===== config.mk =====
export PLATFORM = sky130hd
export DESIGN_NAME = control_unit
export DESIGN_NICKNAME = d
export VERILOG_FILES = /design/src/rtl/smp_pkg.sv /design/src/rtl/ctrl_decode.sv /design/src/rtl/control_unit.sv
export SDC_FILE = /design/constraint.sdc
export NUM_CORES = 1
export LEC_CHECK = 0
export BUFFER_PORTS_ARGS = -buffer_cell sky130_fd_sc_hd__buf_4
export CAP_MARGIN = 30
export CELL_PAD_IN_SITES_DETAIL_PLACEMENT = 1
export CELL_PAD_IN_SITES_GLOBAL_PLACEMENT = 1
export CORE_UTILIZATION = 28
export CTS_BUF_LIST = sky130_fd_sc_hd__clkbuf_2
export DETAILED_ROUTE_END_ITERATION = 10
export GPL_TIMING_DRIVEN = 0
export PLACE_DENSITY = 0.82
export SETUP_SLACK_MARGIN = 0.05
export SKIP_CTS_REPAIR_TIMING = 1
export SYNTH_ARGS = -nofsm -noshare
export SYNTH_HDL_FRONTEND = slang
export SYNTH_SLANG_ARGS = --single-unit

===== constraint.sdc =====
create_clock -name clock -period 1.3 [get_ports clock]
set_input_delay 0 -clock clock [delete_from_list [all_inputs] [get_ports clock]]
set_output_delay 0 -clock clock [all_outputs]
set_load 0.05 [all_outputs]

===== src/rtl/smp_pkg.sv =====
// Shared definitions for the SMP accumulator machine: opcodes, sequencer
// state encodings, ALU select codes and the decoded control word.
package smp_pkg;

  localparam logic [3:0] OP_NOP  = 4'h0;
  localparam logic [3:0] OP_LDAC = 4'h1;
  localparam logic [3:0] OP_STAC = 4'h2;
  localparam logic [3:0] OP_MVAC = 4'h3;
  localparam logic [3:0] OP_MOVR = 4'h4;
  localparam logic [3:0] OP_JUMP = 4'h5;
  localparam logic [3:0] OP_JMPZ = 4'h6;
  localparam logic [3:0] OP_JPNZ = 4'h7;
  localparam logic [3:0] OP_ADD  = 4'h8;
  localparam logic [3:0] OP_SUB  = 4'h9;
  localparam logic [3:0] OP_INAC = 4'hA;
  localparam logic [3:0] OP_CLAC = 4'hB;
  localparam logic [3:0] OP_AND  = 4'hC;
  localparam logic [3:0] OP_OR   = 4'hD;
  localparam logic [3:0] OP_XOR  = 4'hE;
  localparam logic [3:0] OP_NOT  = 4'hF;

  localparam logic [6:0] ALU_HOLD = 7'h00;
  localparam logic [6:0] ALU_ADD  = 7'h01;
  localparam logic [6:0] ALU_SUB  = 7'h02;
  localparam logic [6:0] ALU_INC  = 7'h03;
  localparam logic [6:0] ALU_CLR  = 7'h04;
  localparam logic [6:0] ALU_AND  = 7'h05;
  localparam logic [6:0] ALU_OR   = 7'h06;
  localparam logic [6:0] ALU_XOR  = 7'h07;
  localparam logic [6:0] ALU_NOT  = 7'h08;
  localparam logic [6:0] ALU_PASS = 7'h09;

  // Encodings 29..31 are unused and recover to FETCH1.
  typedef enum logic [4:0] {
    FETCH1 = 5'd0, FETCH2, FETCH3, DECODE,
    LDAC1, LDAC2, LDAC3, LDAC4, LDAC5,
    STAC1, STAC2, STAC3, STAC4, STAC5,
    MVAC1, MOVR1,
    JUMP1, JUMP2, JUMP3,
    JMPK1, JMPK2,
    ADD1, SUB1, INAC1, CLAC1, AND1, OR1, XOR1, NOT1
  } state_t;

  typedef struct packed {
    logic       we;
    logic       MEMbus;
    logic       BUSmem;
    logic       ARload;
    logic       ARinc;
    logic       PCload;
    logic       PCinc;
    logic       PCbus;
    logic       DRload;
    logic       DRHbus;
    logic       DRLbus;
    logic       TRload;
    logic       TRbus;
    logic       IRload;
    logic       Rload;
    logic       Rbus;
    logic       ACload;
    logic       ACbus;
    logic       Zload;
    logic       done;
    logic [6:0] alus;
  } ctrl_t;

endpackage


===== src/rtl/ctrl_decode.sv =====
// Moore decode of the sequencer state into the data-path control word.
module ctrl_decode
  import smp_pkg::*;
(
  input  state_t state,
  output ctrl_t  cw
);

  always_comb begin
    cw      = '0;
    cw.alus = ALU_HOLD;
    case (state)
      FETCH1: begin cw.PCbus = 1'b1; cw.ARload = 1'b1; end
      FETCH2: begin cw.MEMbus = 1'b1; cw.DRload = 1'b1; cw.PCinc = 1'b1; end
      FETCH3: begin cw.IRload = 1'b1; cw.PCbus = 1'b1; cw.ARload = 1'b1; end
      // Address operand fetch is shared by LDAC and STAC: low byte, then high.
      LDAC1, STAC1: begin
        cw.MEMbus = 1'b1; cw.DRload = 1'b1; cw.PCinc = 1'b1; cw.ARinc = 1'b1;
      end
      LDAC2, STAC2: begin
        cw.TRload = 1'b1; cw.MEMbus = 1'b1; cw.DRload = 1'b1; cw.PCinc = 1'b1;
      end
      LDAC3, STAC3: begin cw.DRHbus = 1'b1; cw.TRbus = 1'b1; cw.ARload = 1'b1; end
      LDAC4: begin cw.MEMbus = 1'b1; cw.DRload = 1'b1; end
      LDAC5: begin
        cw.DRLbus = 1'b1; cw.ACload = 1'b1; cw.alus = ALU_PASS; cw.done = 1'b1;
      end
      STAC4: begin cw.ACbus = 1'b1; cw.DRload = 1'b1; end
      STAC5: begin
        cw.DRLbus = 1'b1; cw.BUSmem = 1'b1; cw.we = 1'b1; cw.done = 1'b1;
      end
      MVAC1: begin cw.ACbus = 1'b1; cw.Rload = 1'b1; cw.done = 1'b1; end
      MOVR1: begin
        cw.Rbus = 1'b1; cw.ACload = 1'b1; cw.alus = ALU_PASS; cw.done = 1'b1;
      end
      JUMP1: begin cw.MEMbus = 1'b1; cw.DRload = 1'b1; cw.ARinc = 1'b1; end
      JUMP2: begin cw.TRload = 1'b1; cw.MEMbus = 1'b1; cw.DRload = 1'b1; end
      JUMP3: begin
        cw.DRHbus = 1'b1; cw.TRbus = 1'b1; cw.PCload = 1'b1; cw.done = 1'b1;
      end
      // Untaken branch skips the two address bytes.
      JMPK1: cw.PCinc = 1'b1;
      JMPK2: begin cw.PCinc = 1'b1; cw.done = 1'b1; end
      ADD1: begin cw.Rbus = 1'b1; cw.ACload = 1'b1; cw.alus = ALU_ADD; cw.done = 1'b1; end
      SUB1: begin cw.Rbus = 1'b1; cw.ACload = 1'b1; cw.alus = ALU_SUB; cw.done = 1'b1; end
      INAC1: begin cw.ACload = 1'b1; cw.alus = ALU_INC; cw.done = 1'b1; end
      CLAC1: begin cw.ACload = 1'b1; cw.alus = ALU_CLR; cw.done = 1'b1; end
      AND1: begin cw.Rbus = 1'b1; cw.ACload = 1'b1; cw.alus = ALU_AND; cw.done = 1'b1; end
      OR1:  begin cw.Rbus = 1'b1; cw.ACload = 1'b1; cw.alus = ALU_OR;  cw.done = 1'b1; end
      XOR1: begin cw.Rbus = 1'b1; cw.ACload = 1'b1; cw.alus = ALU_XOR; cw.done = 1'b1; end
      NOT1: begin cw.ACload = 1'b1; cw.alus = ALU_NOT; cw.done = 1'b1; end
      default: ;
    endcase
    cw.Zload = cw.ACload;
  end

endmodule


===== src/rtl/control_unit.sv =====
// Fetch/decode/execute sequencer for the SMP data path: state register and
// next-state logic here, control word decode in ctrl_decode.
module control_unit
  import smp_pkg::*;
#(
  parameter int ALUS_W = 7
) (
  input  logic              clock,
  input  logic              reset_n,
  input  logic [15:0]       IRout,
  input  logic              z,
  output logic              we,
  output logic              MEMbus,
  output logic              BUSmem,
  output logic              ARload,
  output logic              ARinc,
  output logic              PCload,
  output logic              PCinc,
  output logic              PCbus,
  output logic              DRload,
  output logic              DRHbus,
  output logic              DRLbus,
  output logic              TRload,
  output logic              TRbus,
  output logic              IRload,
  output logic              Rload,
  output logic              Rbus,
  output logic              ACload,
  output logic              ACbus,
  output logic              Zload,
  output logic [ALUS_W-1:0] ALUS,
  output logic [4:0]        state,
  output logic              instr_done
);

  state_t     st;
  ctrl_t      cw;
  logic [3:0] opcode;
  logic       unused_ir;

  assign opcode    = IRout[3:0];
  assign unused_ir = ^IRout[15:4];

  always_ff @(posedge clock) begin
    if (!reset_n) st <= FETCH1;
    else begin
      case (st)
        FETCH1: st <= FETCH2;
        FETCH2: st <= FETCH3;
        FETCH3: st <= DECODE;
        DECODE: begin
          case (opcode)
            OP_LDAC: st <= LDAC1;
            OP_STAC: st <= STAC1;
            OP_MVAC: st <= MVAC1;
            OP_MOVR: st <= MOVR1;
            OP_JUMP: st <= JUMP1;
            OP_JMPZ: st <= z ? JUMP1 : JMPK1;
            OP_JPNZ: st <= z ? JMPK1 : JUMP1;
            OP_ADD:  st <= ADD1;
            OP_SUB:  st <= SUB1;
            OP_INAC: st <= INAC1;
            OP_CLAC: st <= CLAC1;
            OP_AND:  st <= AND1;
            OP_OR:   st <= OR1;
            OP_XOR:  st <= XOR1;
            OP_NOT:  st <= NOT1;
            default: st <= FETCH1;
          endcase
        end
        LDAC1: st <= LDAC2;
        LDAC2: st <= LDAC3;
        LDAC3: st <= LDAC4;
        LDAC4: st <= LDAC5;
        STAC1: st <= STAC2;
        STAC2: st <= STAC3;
        STAC3: st <= STAC4;
        STAC4: st <= STAC5;
        JUMP1: st <= JUMP2;
        JUMP2: st <= JUMP3;
        JMPK1: st <= JMPK2;
        // Final execute states and stray encodings all return to fetch.
        default: st <= FETCH1;
      endcase
    end
  end

  ctrl_decode u_decode (
    .state (st),
    .cw    (cw)
  );

  assign we         = cw.we;
  assign MEMbus     = cw.MEMbus;
  assign BUSmem     = cw.BUSmem;
  assign ARload     = cw.ARload;
  assign ARinc      = cw.ARinc;
  assign PCload     = cw.PCload;
  assign PCinc      = cw.PCinc;
  assign PCbus      = cw.PCbus;
  assign DRload     = cw.DRload;
  assign DRHbus     = cw.DRHbus;
  assign DRLbus     = cw.DRLbus;
  assign TRload     = cw.TRload;
  assign TRbus      = cw.TRbus;
  assign IRload     = cw.IRload;
  assign Rload      = cw.Rload;
  assign Rbus       = cw.Rbus;
  assign ACload     = cw.ACload;
  assign ACbus      = cw.ACbus;
  assign Zload      = cw.Zload;
  assign ALUS       = ALUS_W'(cw.alus);
  assign state      = st;
  // NOP completes in DECODE itself, so its done flag depends on the opcode.
  assign instr_done = cw.done | ((st == DECODE) && (opcode == OP_NOP));

endmodule

==> qor.yml <==
synth.top_cells.by_count: "a21oi_1 (13), o21ai_0 (13), nor2_1 (11)"
clk_path_buf_depth: 2
finalCritPeriodShare: 1.30
outcome: "finished with violations"
fp.dieW_um: 61.5
intPower_w: 0.00155
yosysWarnings: 0
drc: 0
start_util: 0.295
synth_edf_count: 0
final_layout_size_suffix_gt1_frac: 0.746
p_sw_w: 0.00187
maxCapViolCount: 0
combPwrFrac: 0.879
dp.cells: 234
antenna_cells: 0
post-synth-top-area-cell: "dfxtp_1"
seq_area_um2: 119
first_iter_violations: 80
crit_required_ns: 1.30
io-pin-count: 51
setup_tns_ns: -6.62
yosys-top-cells-area: "dfxtp_1 (10%), a21oi_1 (6.6%), o21ai_0 (6.6%)"
finalClockSkew_ns: 0.0113
critical_path_class: "register to output port"
crit_path_end_kind: "output port"
largest_register_ffs: 5
grt_use_total: 0.219
tightest_slew_ns: 0.500
synth_area_um2: 992
grt_max_degree: 11
synthCells: 152
clk_pin_slew_ns: 0.06
maxSlewHeadroom: 0.663
place.gp.congestion: 0.813
p_per_area_nw_per_um2: 1410
switching_share: 0.546
setup_ws_ns: -0.390
grt_pass1_wl_um: 6090
yosys.cell_types.count: 49
area_growth_pct: 145
antenna_found_initial: 0
cts_made_buffers: 3
max_freq_ghz: 0.592
num_vias: 1666
hold_viol: 0
instances_no_fill: 270
syn_area_per_cell_um2: 6.53
pwr-share-seq: 0.075
synth_top_area_frac: 0.101
p_clk_frac: 0.046
setup_viol: 28
grt-ovfl-total: 0
crit_fanout: 6
synth_flop_cell: "dfxtp_1"
seq_area_frac_synth: 0.101
violations: "negative setup slack"
clock_sinks: 5
cts_tree: "yes"
rsz0062_at_grt: "true"
hold_slack_ns: 0.0486
hold_path_class: "input port to register"
wire_per_inst_um: 26.8
clockRootBuffer: "clkbuf_2"
synthArstFlopShare: 0
core.rowCount: 21
vdd_drop_max_v: 0.000880
die_y_um: 61.5
portBuffers: 34
vias_per_cell: 6.17
dpl.hpwl_um: 3220
grt_pass1_vias: 1284
leakage_nw: 0.961
nets: 244
ys_seq_elements: 5
firstDrtPassIters: 5
start_kind: "register"
slew_violations: 0
multi_input_area_um2: 1260
fill_cells: 351
core_area_um2: 3360
die-area_um2: 3790
clock_latency_ns: 0.24
critPathArrivalTime_ns: 1.69
htree_num_levels: 1
ant_nets: 0
min_period_ns: 1.69
drt_wl_total_um: 7230
-- final cells by class --
type | count | area share
clock buffers | 4 | 0.00824
inverters | 5 | 0.0103
multi-input cells | 125 | 0.518
flip-flops and latches | 5 | 0.0489
repair buffers | 66 | 0.280
plain buffers | 19 | 0.111
well taps | 46 | 0.0237
-- critical path: stages (launching register included) --
cell and delay, ns:
dfxtp_4 0.38, buf_8 0.14, nor2b_2 0.28, a21oi_1 0.13, o32a_1 0.22, o32ai_4 0.11, buf_6 0.19
-- worst paths after layout --
kind                                          start                   to  cells past startpoint  slack (ns)
worst min register to register  state[1]$_SDFF_PN0_  state[1]$_SDFF_PN0_                      4        0.83
worst max-delay path            state[1]$_SDFF_PN0_                PCinc                      6       -0.39
worst min-delay path                        reset_n  state[2]$_SDFF_PN0_                      3        0.05
worst max register to register  state[0]$_SDFF_PN0_  state[2]$_SDFF_PN0_                      5       -0.32
-- kinds of logic after synthesis --
group                      after synthesis  share of synthesized area
adders and majority gates                1                     0.0101
xor gates and xnor gates                 2                     0.0177
buffers and inverters                   24                      0.135
and+or+nand+nor                         61                      0.340
AOI/OAI and AO/OA                       58                      0.392
DFF                                      5                      0.101
other                                    1                    0.00378
-- routing by layer --
layer  vias to the layer above  GRT usage  wire [um]
met1                       800      0.263       2830
met2                       123      0.421       3490
met4                         0     0.0413        308
met5                         -          0          0
li1                        706          -          -
met3                        37     0.0189        597
-- power by group through the flow --
stage | Combinational (W) | Sequential [W] | Clock (W)
after floorplan | 0.00143 | 0.000327 | 0
after global placement | 0.00192 | 0.000236 | 0
after detailed placement | 0.00197 | 0.000238 | 0
after CTS | 0.00198 | 0.000235 | 0.000143
after global routing | 0.00307 | 0.000257 | 0.000166
final | 0.00301 | 0.000255 | 0.000157
-- cell usage in the layout (no fill, tap or decap), drive strengths merged, types with 2 or more instances in the layout --
cell	n
and2	2
and2b	2
or2	3
nor2b	9
o2bb2ai	2
nand3	4
o21ai	15
nand2b	8
a2bb2oi	2
xor2	2
buf	81
dfxtp	5
conb	3
nand2	7
nor3	9
a31oi	3
a32oi	2
o22ai	4
inv	4
nor2	11
a211o	2
clkbuf	8
a21bo	2
a21oi	13
o32ai	2
-- per-stage QoR --
| stage | power [W] | setup slack [ns] | util | cell area (um2) |
|---|---|---|---|---|
| CTS | 0.00235 | -0.412 | 0.506 | 1700 |
| finish | 0.00342 | -0.390 | 0.722 | 2430 |
| global route | 0.00349 | -0.428 | 0.722 | 2430 |
| global placement | 0.00215 | -0.227 | 0.500 | 1680 |
| floorplan | 0.00176 | -0.205 | - | 1370 |
| detailed placement | 0.00221 | -0.281 | 0.500 | 1680 |
Note: power is estimated with default switching activity, not from simulation.
